**config.mk**
```make
export PLATFORM = sky130hd
export DESIGN_NAME = bird_control
export DESIGN_NICKNAME = d
export VERILOG_FILES = /design/src/rtl/bird_pkg.sv /design/src/rtl/frame_tick_gen.sv /design/src/rtl/bird_control.sv
export SDC_FILE = /design/constraint.sdc
export NUM_CORES = 1
export LEC_CHECK = 0
export BUFFER_PORTS_ARGS = -buffer_cell sky130_fd_sc_hd__buf_4
export CAP_MARGIN = 20
export CORE_UTILIZATION = 50
export CTS_BUF_LIST = sky130_fd_sc_hd__clkbuf_8 sky130_fd_sc_hd__clkbuf_16
export CTS_CLUSTER_DIAMETER = 200
export DETAILED_ROUTE_END_ITERATION = 10
export GPL_ROUTABILITY_DRIVEN = 1
export PLACE_DENSITY = 0.67
export SYNTH_ARGS = -nofsm -noshare
export SYNTH_HDL_FRONTEND = slang
export SYNTH_SLANG_ARGS = --single-unit
```
**constraint.sdc**
```tcl
create_clock -name clk -period 4.59 [get_ports clk]
set_clock_uncertainty 0.05 [all_clocks]
set_input_delay 0.459 -clock clk [delete_from_list [all_inputs] [get_ports clk]]
set_output_delay 0.459 -clock clk [all_outputs]
set_load 0.01 [all_outputs]
```
**src/rtl/bird_pkg.sv**
```systemverilog
// Shared definitions for the bird control FSM and the bird datapath:
// command codes, flight modes, FSM states and the direction LFSR step.
package bird_pkg;

    typedef enum logic [3:0] {
        CtrlHold      = 4'b0000,
        CtrlClear     = 4'b0001,
        CtrlUpLeft    = 4'b0010,
        CtrlUpRight   = 4'b0011,
        CtrlPrehold   = 4'b0100,
        CtrlDraw      = 4'b0101,
        CtrlDownRight = 4'b0110,
        CtrlDownLeft  = 4'b0111,
        CtrlShot      = 4'b1000,
        CtrlEscape    = 4'b1001
    } ctrl_e;

    typedef enum logic [1:0] {
        ModeFly  = 2'd0,
        ModeFall = 2'd1,
        ModeEsc  = 2'd2
    } mode_e;

    typedef enum logic [2:0] {
        StPrehold = 3'd0,
        StHold    = 3'd1,
        StClear   = 3'd2,
        StMove    = 3'd3,
        StDraw    = 3'd4
    } state_e;

    localparam logic [7:0] LfsrSeed = 8'hA5;

    // Fibonacci form of x^8+x^6+x^5+x^4+1; a nonzero seed never reaches zero.
    function automatic logic [7:0] lfsr_step(input logic [7:0] v);
        return {v[6:0], v[7] ^ v[5] ^ v[4] ^ v[3]};
    endfunction

    function automatic ctrl_e move_code(input mode_e mode, input logic dx, input logic dy);
        ctrl_e code;
        case (mode)
            ModeFall: code = CtrlShot;
            ModeEsc:  code = CtrlEscape;
            default: begin
                if (dy) begin
                    code = dx ? CtrlDownRight : CtrlDownLeft;
                end else begin
                    code = dx ? CtrlUpRight : CtrlUpLeft;
                end
            end
        endcase
        return code;
    endfunction

endpackage

```
**src/rtl/frame_tick_gen.sv**
```systemverilog
// Free-running frame divider: one-cycle tick every FRAME_DIV clocks,
// restartable so a new bird starts on a fresh frame boundary.
module frame_tick_gen #(
    parameter int unsigned FRAME_DIV = 833333
) (
    input  logic clk,
    input  logic reset_n,
    input  logic clear,
    output logic tick
);
    localparam int unsigned CntW = (FRAME_DIV > 1) ? $clog2(FRAME_DIV) : 1;
    localparam logic [CntW-1:0] CntMax = CntW'(FRAME_DIV - 1);

    logic [CntW-1:0] cnt_q, cnt_d;

    always_comb begin
        cnt_d = cnt_q + 1'b1;
        if (clear || (cnt_q == CntMax)) begin
            cnt_d = '0;
        end
    end

    always_ff @(posedge clk or negedge reset_n) begin
        if (!reset_n) begin
            cnt_q <= '0;
        end else begin
            cnt_q <= cnt_d;
        end
    end

    assign tick = (cnt_q == CntMax);

endmodule

```
**src/rtl/bird_control.sv**
```systemverilog
// Bird control FSM: sequences per-frame clear/move/draw commands to the
// datapath, steers the bird and decides when it has been hit or escaped.
module bird_control
    import bird_pkg::*;
#(
    parameter int unsigned FRAME_DIV     = 833333,
    parameter int unsigned TURN_FRAMES   = 32,
    parameter int unsigned ESCAPE_FRAMES = 300,
    parameter int unsigned X_MAX         = 156,
    parameter int unsigned Y_MAX         = 100
) (
    input  logic       clk,
    input  logic       reset_n,
    input  logic       start,
    input  logic       draw_done,
    input  logic       flying,
    input  logic       shot,
    input  logic [7:0] bird_x,
    input  logic [6:0] bird_y,
    output logic [3:0] control,
    output logic       hit,
    output logic       escaped
);
    localparam int unsigned TurnW = (TURN_FRAMES > 1) ? $clog2(TURN_FRAMES) : 1;
    localparam int unsigned EscW  = (ESCAPE_FRAMES > 0) ? $clog2(ESCAPE_FRAMES + 1) : 1;
    localparam logic [TurnW-1:0] TurnLast = TurnW'(TURN_FRAMES - 1);
    localparam logic [EscW-1:0]  EscMax   = EscW'(ESCAPE_FRAMES);
    localparam logic [7:0]       XMax     = 8'(X_MAX);
    localparam logic [6:0]       YMax     = 7'(Y_MAX);

    state_e           state_q, state_d;
    ctrl_e            control_q, control_d;
    mode_e            mode_q, mode_d;
    logic             hit_q, hit_d;
    logic             escaped_q, escaped_d;
    logic             dx_q, dx_d;
    logic             dy_q, dy_d;
    logic             pending_q, pending_d;
    logic             seen_q, seen_d;
    logic [TurnW-1:0] turn_q, turn_d;
    logic [EscW-1:0]  esc_q, esc_d;
    logic [7:0]       lfsr_q, lfsr_d;
    logic             launch;
    logic             tick;

    assign launch = (state_q == StPrehold) && start;

    frame_tick_gen #(
        .FRAME_DIV(FRAME_DIV)
    ) u_frame_tick (
        .clk    (clk),
        .reset_n(reset_n),
        .clear  (launch),
        .tick   (tick)
    );

    always_comb begin
        state_d   = state_q;
        mode_d    = mode_q;
        hit_d     = 1'b0;
        escaped_d = 1'b0;
        dx_d      = dx_q;
        dy_d      = dy_q;
        turn_d    = turn_q;
        esc_d     = esc_q;
        seen_d    = seen_q | ((mode_q != ModeFly) && flying);
        pending_d = pending_q | tick;
        lfsr_d    = lfsr_step(lfsr_q);

        unique case (state_q)
            StPrehold: begin
                if (start) begin
                    state_d   = StHold;
                    mode_d    = ModeFly;
                    turn_d    = '0;
                    esc_d     = '0;
                    seen_d    = 1'b0;
                    // Frame phase restarts at launch, so a stale tick must not fire early.
                    pending_d = 1'b0;
                end
            end
            StHold: begin
                if (pending_q) begin
                    state_d   = StClear;
                    pending_d = 1'b0;
                end
            end
            StClear: begin
                if (draw_done) begin
                    state_d = StMove;
                    if (mode_q == ModeFly) begin
                        if (turn_q == TurnLast) begin
                            {dx_d, dy_d} = lfsr_q[1:0];
                            turn_d       = '0;
                        end else begin
                            turn_d = turn_q + 1'b1;
                        end
                        // Screen edges override any random turn.
                        if (bird_x >= XMax) begin
                            dx_d = 1'b0;
                        end else if (bird_x == 8'd0) begin
                            dx_d = 1'b1;
                        end
                        if (bird_y == 7'd0) begin
                            dy_d = 1'b1;
                        end else if (bird_y >= YMax) begin
                            dy_d = 1'b0;
                        end
                    end
                end
            end
            StMove: begin
                state_d = StDraw;
            end
            StDraw: begin
                if (draw_done) begin
                    state_d = StHold;
                    if (mode_q == ModeFly) begin
                        if (esc_q != EscMax) begin
                            esc_d = esc_q + 1'b1;
                        end
                        if (shot) begin
                            mode_d = ModeFall;
                        end else if (esc_d == EscMax) begin
                            mode_d = ModeEsc;
                        end
                    end else if (seen_q && !flying) begin
                        state_d   = StPrehold;
                        hit_d     = (mode_q == ModeFall);
                        escaped_d = (mode_q == ModeEsc);
                    end
                end
            end
            default: state_d = StPrehold;
        endcase

        case (state_d)
            StHold:  control_d = CtrlHold;
            StClear: control_d = CtrlClear;
            StMove:  control_d = move_code(mode_d, dx_d, dy_d);
            StDraw:  control_d = CtrlDraw;
            default: control_d = CtrlPrehold;
        endcase
    end

    always_ff @(posedge clk or negedge reset_n) begin
        if (!reset_n) begin
            state_q   <= StPrehold;
            control_q <= CtrlPrehold;
            mode_q    <= ModeFly;
            hit_q     <= 1'b0;
            escaped_q <= 1'b0;
            dx_q      <= 1'b1;
            dy_q      <= 1'b0;
            pending_q <= 1'b0;
            seen_q    <= 1'b0;
            turn_q    <= '0;
            esc_q     <= '0;
            lfsr_q    <= LfsrSeed;
        end else begin
            state_q   <= state_d;
            control_q <= control_d;
            mode_q    <= mode_d;
            hit_q     <= hit_d;
            escaped_q <= escaped_d;
            dx_q      <= dx_d;
            dy_q      <= dy_d;
            pending_q <= pending_d;
            seen_q    <= seen_d;
            turn_q    <= turn_d;
            esc_q     <= esc_d;
            lfsr_q    <= lfsr_d;
        end
    end

    assign control = control_q;
    assign hit     = hit_q;
    assign escaped = escaped_q;

endmodule
```
# Word level (Yosys, flattened, before mapping)
# Cells that the tools add are included.
# word_totals
regBits	57
in_bits	21
output_inout_bits	6
# classes
n_addsub	3
n_lt_le_gt_ge	2
n_eq_ne	21
muxes	57
n_bitwise	5
reduce_logical	14
# ops
op	n
two-way mux 9 bit	7
two-way mux 1 bit	28
adder 20 x 1 -> 20 bit (second input constant)	1
equality test 20 bit (second input constant)	1
two-way mux 20 bit	1
two-way mux 5 bit	4
case mux 9 bit (2 select lines)	1
case mux 4 bit (4 select lines)	1
two-way mux 3 bit	5
case mux 3 bit (5 select lines)	1
equality test 3 x 2 -> 1 bit (second input constant)	4
two-way mux 2 bit	5
inequality test 2 bit (second input constant)	5
case mux 5 bit (2 select lines)	1
adder 9 x 1 -> 9 bit (second input constant)	1
equality test 9 bit (second input constant)	1
inequality test 9 bit (second input constant)	1
greater-or-equal comparator 8 bit (second input constant)	1
zero test 8 bit	1
case mux 4 bit (2 select lines)	1
AND reduction 4 bit	2
greater-or-equal comparator 7 bit (second input constant)	1
zero test 7 bit	1
equality test 3 x 1 -> 1 bit (second input constant)	2
other kinds (15)	25

# Depth between registers and ports, before layout
# logic_depth
word_depth	14
depth_mapped	10

# Modules after synthesis
# From an unflattened synthesis, not the netlist that was laid out.
# unflattened
cells_unflattened	307
hier_area_um2	3027.9
# by_module_without_submodules
mod	n_inst	cells_per_inst	area_per_inst_um2	seq_area_each_um2
bird_control	1	195	1905.6	933.4
frame_tick_gen	1	112	1122.3	500.5

# Least setup slack after synthesis
# Ideal clock, no wire load.
# synth_timing
path_type	reg2reg
from	register esc_q[0]
to	register control_q[0], in the netlist control[0]
arrival_ns	2.277
t_required_ns	4.414
path_slack_ns	2.137
path_stages_with_launch	10
period_less_slack_ns	2.453
path_cell_list	dfrtp_1 > ha_1 > and3_1 > clkbuf_1 > xnor2_1 > nand4_1 > o32ai_1 > ha_1 > and3_1 > a221o_1
# synth_between
elab_chain_len	14
# synth_rtl
element	line	source
from (decl)	bird_control.sv:41	logic [EscW-1:0] esc_q, esc_d;
from (signal assigned)	bird_control.sv:171	esc_q <= esc_d;
adder 9 x 1 -> 9 bit / inequality test 9 bit (equally long branches)	bird_control.sv:120, bird_control.sv:119	
two-way mux 9 bit *	bird_control.sv:119	if (esc_q != EscMax) begin
two-way mux 9 bit *	bird_control.sv:118	if (mode_q == ModeFly) begin
two-way mux 9 bit *	bird_control.sv:116	if (draw_done) begin
two-way mux 9 bit *	bird_control.sv:70	unique case (state_q)
equality test 9 bit *	bird_control.sv:124	end else if (esc_d == EscMax) begin
two-way mux 2 bit *	bird_control.sv:124	
two-way mux 2 bit *	bird_control.sv:122	if (shot) begin
two-way mux 2 bit *	bird_control.sv:118	
two-way mux 2 bit *	bird_control.sv:116	
case mux 2 bit (2 select lines) *	bird_control.sv:70	
named net mode_d[1]	bird_control.sv:33	mode_e mode_q, mode_d;
equality test 2 bit / equality test 2 x 1 -> 1 bit (equally long branches)	bird_pkg.sv:41	case (mode)
case mux 4 bit (2 select lines) *	bird_pkg.sv:41	
case mux 4 bit (4 select lines) *	bird_control.sv:137	case (state_d)
named net control_d[0]	bird_control.sv:32	ctrl_e control_q, control_d;
to (signal assigned)	bird_control.sv:149	control_q <= CtrlPrehold;
to (signal assigned)	bird_control.sv:162	control_q <= control_d;
to (decl)	bird_control.sv:32	
# The timed path passes the listed nets; every way through them passes the cells marked *. The select of a mux whose other input is x is not followed.
# A chain may end at the register's enable or synchronous reset.

# Worst setup path after layout
# layout_timing
from	register esc_q[4]
to	register control_q[0], in the netlist control[0]
# Same word-level chain as after synthesis.

==> out/metrics.yaml <==
yosys:
  ys_seq_area_share_pct: 48.9
  synth_cell_types: 57
  syn_area_mm2: 0.00293
  synth_cells: 296
  syn_area_per_cell_um2: 9.91
  synth_top_flop_cell: "dfrtp_1"
  synth_top_area_share_pct: 43.5
  yosysWarnings: 0
  ys_ff_latch: 57
  synthTopCellsByArea: "dfrtp_1, dfstp_2, nor2_1"
  synth_nets: 324
  synth_edf_count: 0
  yosysTopAreaCell: "dfrtp_1"
  synth-async-reset-ratio_pct: 100
final_layout:
  postLayoutCoreUtil_pct: 61.1
  syn2layout_area_growth_pct: 16.1
  mostFrequentLayoutCells: "dfrtp_1, nor2_1, buf_4"
  fin_nets: 354
  final_cell_count_no_fill: 403
  drive_gt1_share_pct: 18.1
  fill_cells: 491
  final_common_cell: "dfrtp_1"
  n_antenna_cell: 0
cts:
  postCtsResizedCells: 0
  hold_buffers: 0
  cts_max_path_buffers: 2
  htreeDepth: 3
  cts_root_buf: "clkbuf_8"
  cts_tree: "built"
  cts.sinks: 57
  clk_latency_ps: 330
  clkTransAtPathRegs_ps: 70
  cts_buffers: 9
  post-cts-setup-buffers: 0
global_route:
  grt_pass1_wl_um: 10300
  overflow: 0
  grt_pass1_vias: 2225
  grt_max_degree: 58
  antenna_found_initial: 0
  grt_use_total_pct: 21.9
critical_path:
  worstSetupPathType: "flop to flop"
  cp-start-kind: "flop"
  worstPathMaxFanout: 6
  r2r_cells: 8
  rrSetupSlack_ps: 1770
  cp.arrival_ps: 2990
  crit_required_ps: 4750
  r2r_end: "control[0]"
  crit_path_end_kind: "flop"
  r2r_start: "esc_q[4]"
floorplan:
  fp.coreArea_mm2: 0.00557
  dieHeight_um: 78.6
  die_w_um: 78.6
  die_area_mm2: 0.00618
  start_util_pct: 52.6
  pin_count: 27
  row_count: 27
timing:
  worst_slew_pin_slew_ps: 694
  rsz0062_at_grt: "false"
  setup_tns_ps: 0
  setup_violations: 0
  finalCriticalPeriod_ps: 2820
  fin_ws_ps: 1770
  relSlewSlack_pct: 53.7
  final_max_slew_viol_count: 0
  min_period_over_period_pct: 61.5
  finalHoldViolations: 0
  fmax_ghz: 0.354
flow_run:
  max_cap_violations: 0
place:
  dp_cells: 387
  gp_congestion: 0.889
  io_buffer_count: 26
  post-place-ws_ps: 1850
  dp_hpwl_um: 3870
drt:
  dr.first_iter.drc_count: 107
  drt-total-wl_um: 5830
  antenna_left: 0
  dr.pass1.iters: 4
  route.vias.total: 2232
  wl_per_cell_um: 14.5
  vias_per_cell: 5.54
  drc: 0
hold_path:
  worst_hold_path_type: "primary input to async pin"
power_and_ir_drop:
  ir_drop_v: 0.000226
  power.density_mw_per_mm2: 366
  power.leakage_nw: 1.52
status:
  status: "complete, no violations"
report_power, final:
part	internal [mW]	switching [mW]	total (mW)
Clock	0.333	0.201	0.534
Sequential	0.544	0.0461	0.590
Combinational	0.0589	0.0652	0.124
Total	0.936	0.312	1.25
kinds of logic (layout without fill, tap and decap cells):
group,count (synthesis),in the layout,synth area share [%]
DFF,57,57,48.9
adders and majority gates,7,7,2.99
AOI/OAI and AO/OA,50,50,11.4
muxes,1,1,0.384
buffers and inverters,19,54,2.94
xor gates and xnor gates,27,27,8.06
and+or+nand+nor,135,135,25.3
per-stage QoR:
step / hold slack (ps) / instance area [um^2] / power [mW]
after detailed placement: 287 / 3180 / 0.723
after floorplan: 113 / 2930 / 0.672
after global routing: 183 / 3410 / 1.31
final: 124 / 3410 / 1.25
after CTS: 147 / 3410 / 1.26
after global placement: 295 / 3180 / 0.718
worst max-delay path by stage:
| stage | slack [ps] | endpoint | cells past startpoint | from |
|---|---|---|---|---|
| global placement | 1910 | control[0] | 8 | esc_q[4] |
| global route | 1660 | control[0] | 8 | esc_q[4] |
| detailed placement | 1850 | control[0] | 8 | esc_q[4] |
| floorplan | 2140 | control[0] | 9 | esc_q[0] |
| finish | 1770 | control[0] | 8 | esc_q[4] |
| CTS | 1820 | control[0] | 8 | esc_q[4] |
critical path, cell delays in order, from the launching register on:
cell and delay, ps:
dfrtp_1 440, nor4b_1 540, nand3_1 230, nor2_1 140, a21oi_1 60, o32ai_1 400, ha_1 310, and3_1 200
a221o_1 330
synthesized netlist by cell type, types with 2 or more instances:
master     instances
xnor2_1           13
a31oi_1            4
nor4b_1            2
nand2b_1           6
and4_1             3
ha_1               7
nor4_1             5
nand3_1           12
nor3_1             7
o21ai_0           15
nor2_1            39
a22o_1             2
a21oi_1            8
inv_1             12
and3_1            12
o2111ai_1          2
buf_2              3
nor2b_1            2
xor2_1            14
nor3b_1            3
nand4_1            7
dfstp_2            6
nor2_2             2
clkbuf_1           2
nand2_1           23
dfrtp_1           51
o21ai_1            4
state kept, by name, summed over array words and instances (netlist names):
name	flops
mode_q	2
seen_q	1
esc_q	9
hit	1
pending_q	1
dy_q	1
escaped	1
control	4
dx_q	1
state_q	3
u_frame_tick.cnt_q	20
turn_q	5
lfsr_q	8
routing by layer:
layer	up-vias	GRT usage, %	part of all wire [%]
li1	1117	-	-
met1	1065	27.6	47
met2	42	34.8	47
met3	8	7.67	3.9
met4	0	7.41	1.4
met5	-	0	0
cell type report:
type | instances | area [um^2] | share of cell area (%)
Sequential cell | 57 | 1430 | 42.1
Multi-Input combinational cell | 220 | 1410 | 41.5
Timing Repair Buffer | 26 | 195 | 5.73
Clock buffer | 11 | 151 | 4.45
Tap cell | 72 | 90.1 | 2.65
Clock inverter | 5 | 77.6 | 2.28
Inverter | 12 | 45.0 | 1.32
No activity file was read; power rests on OpenSTA's default activity.
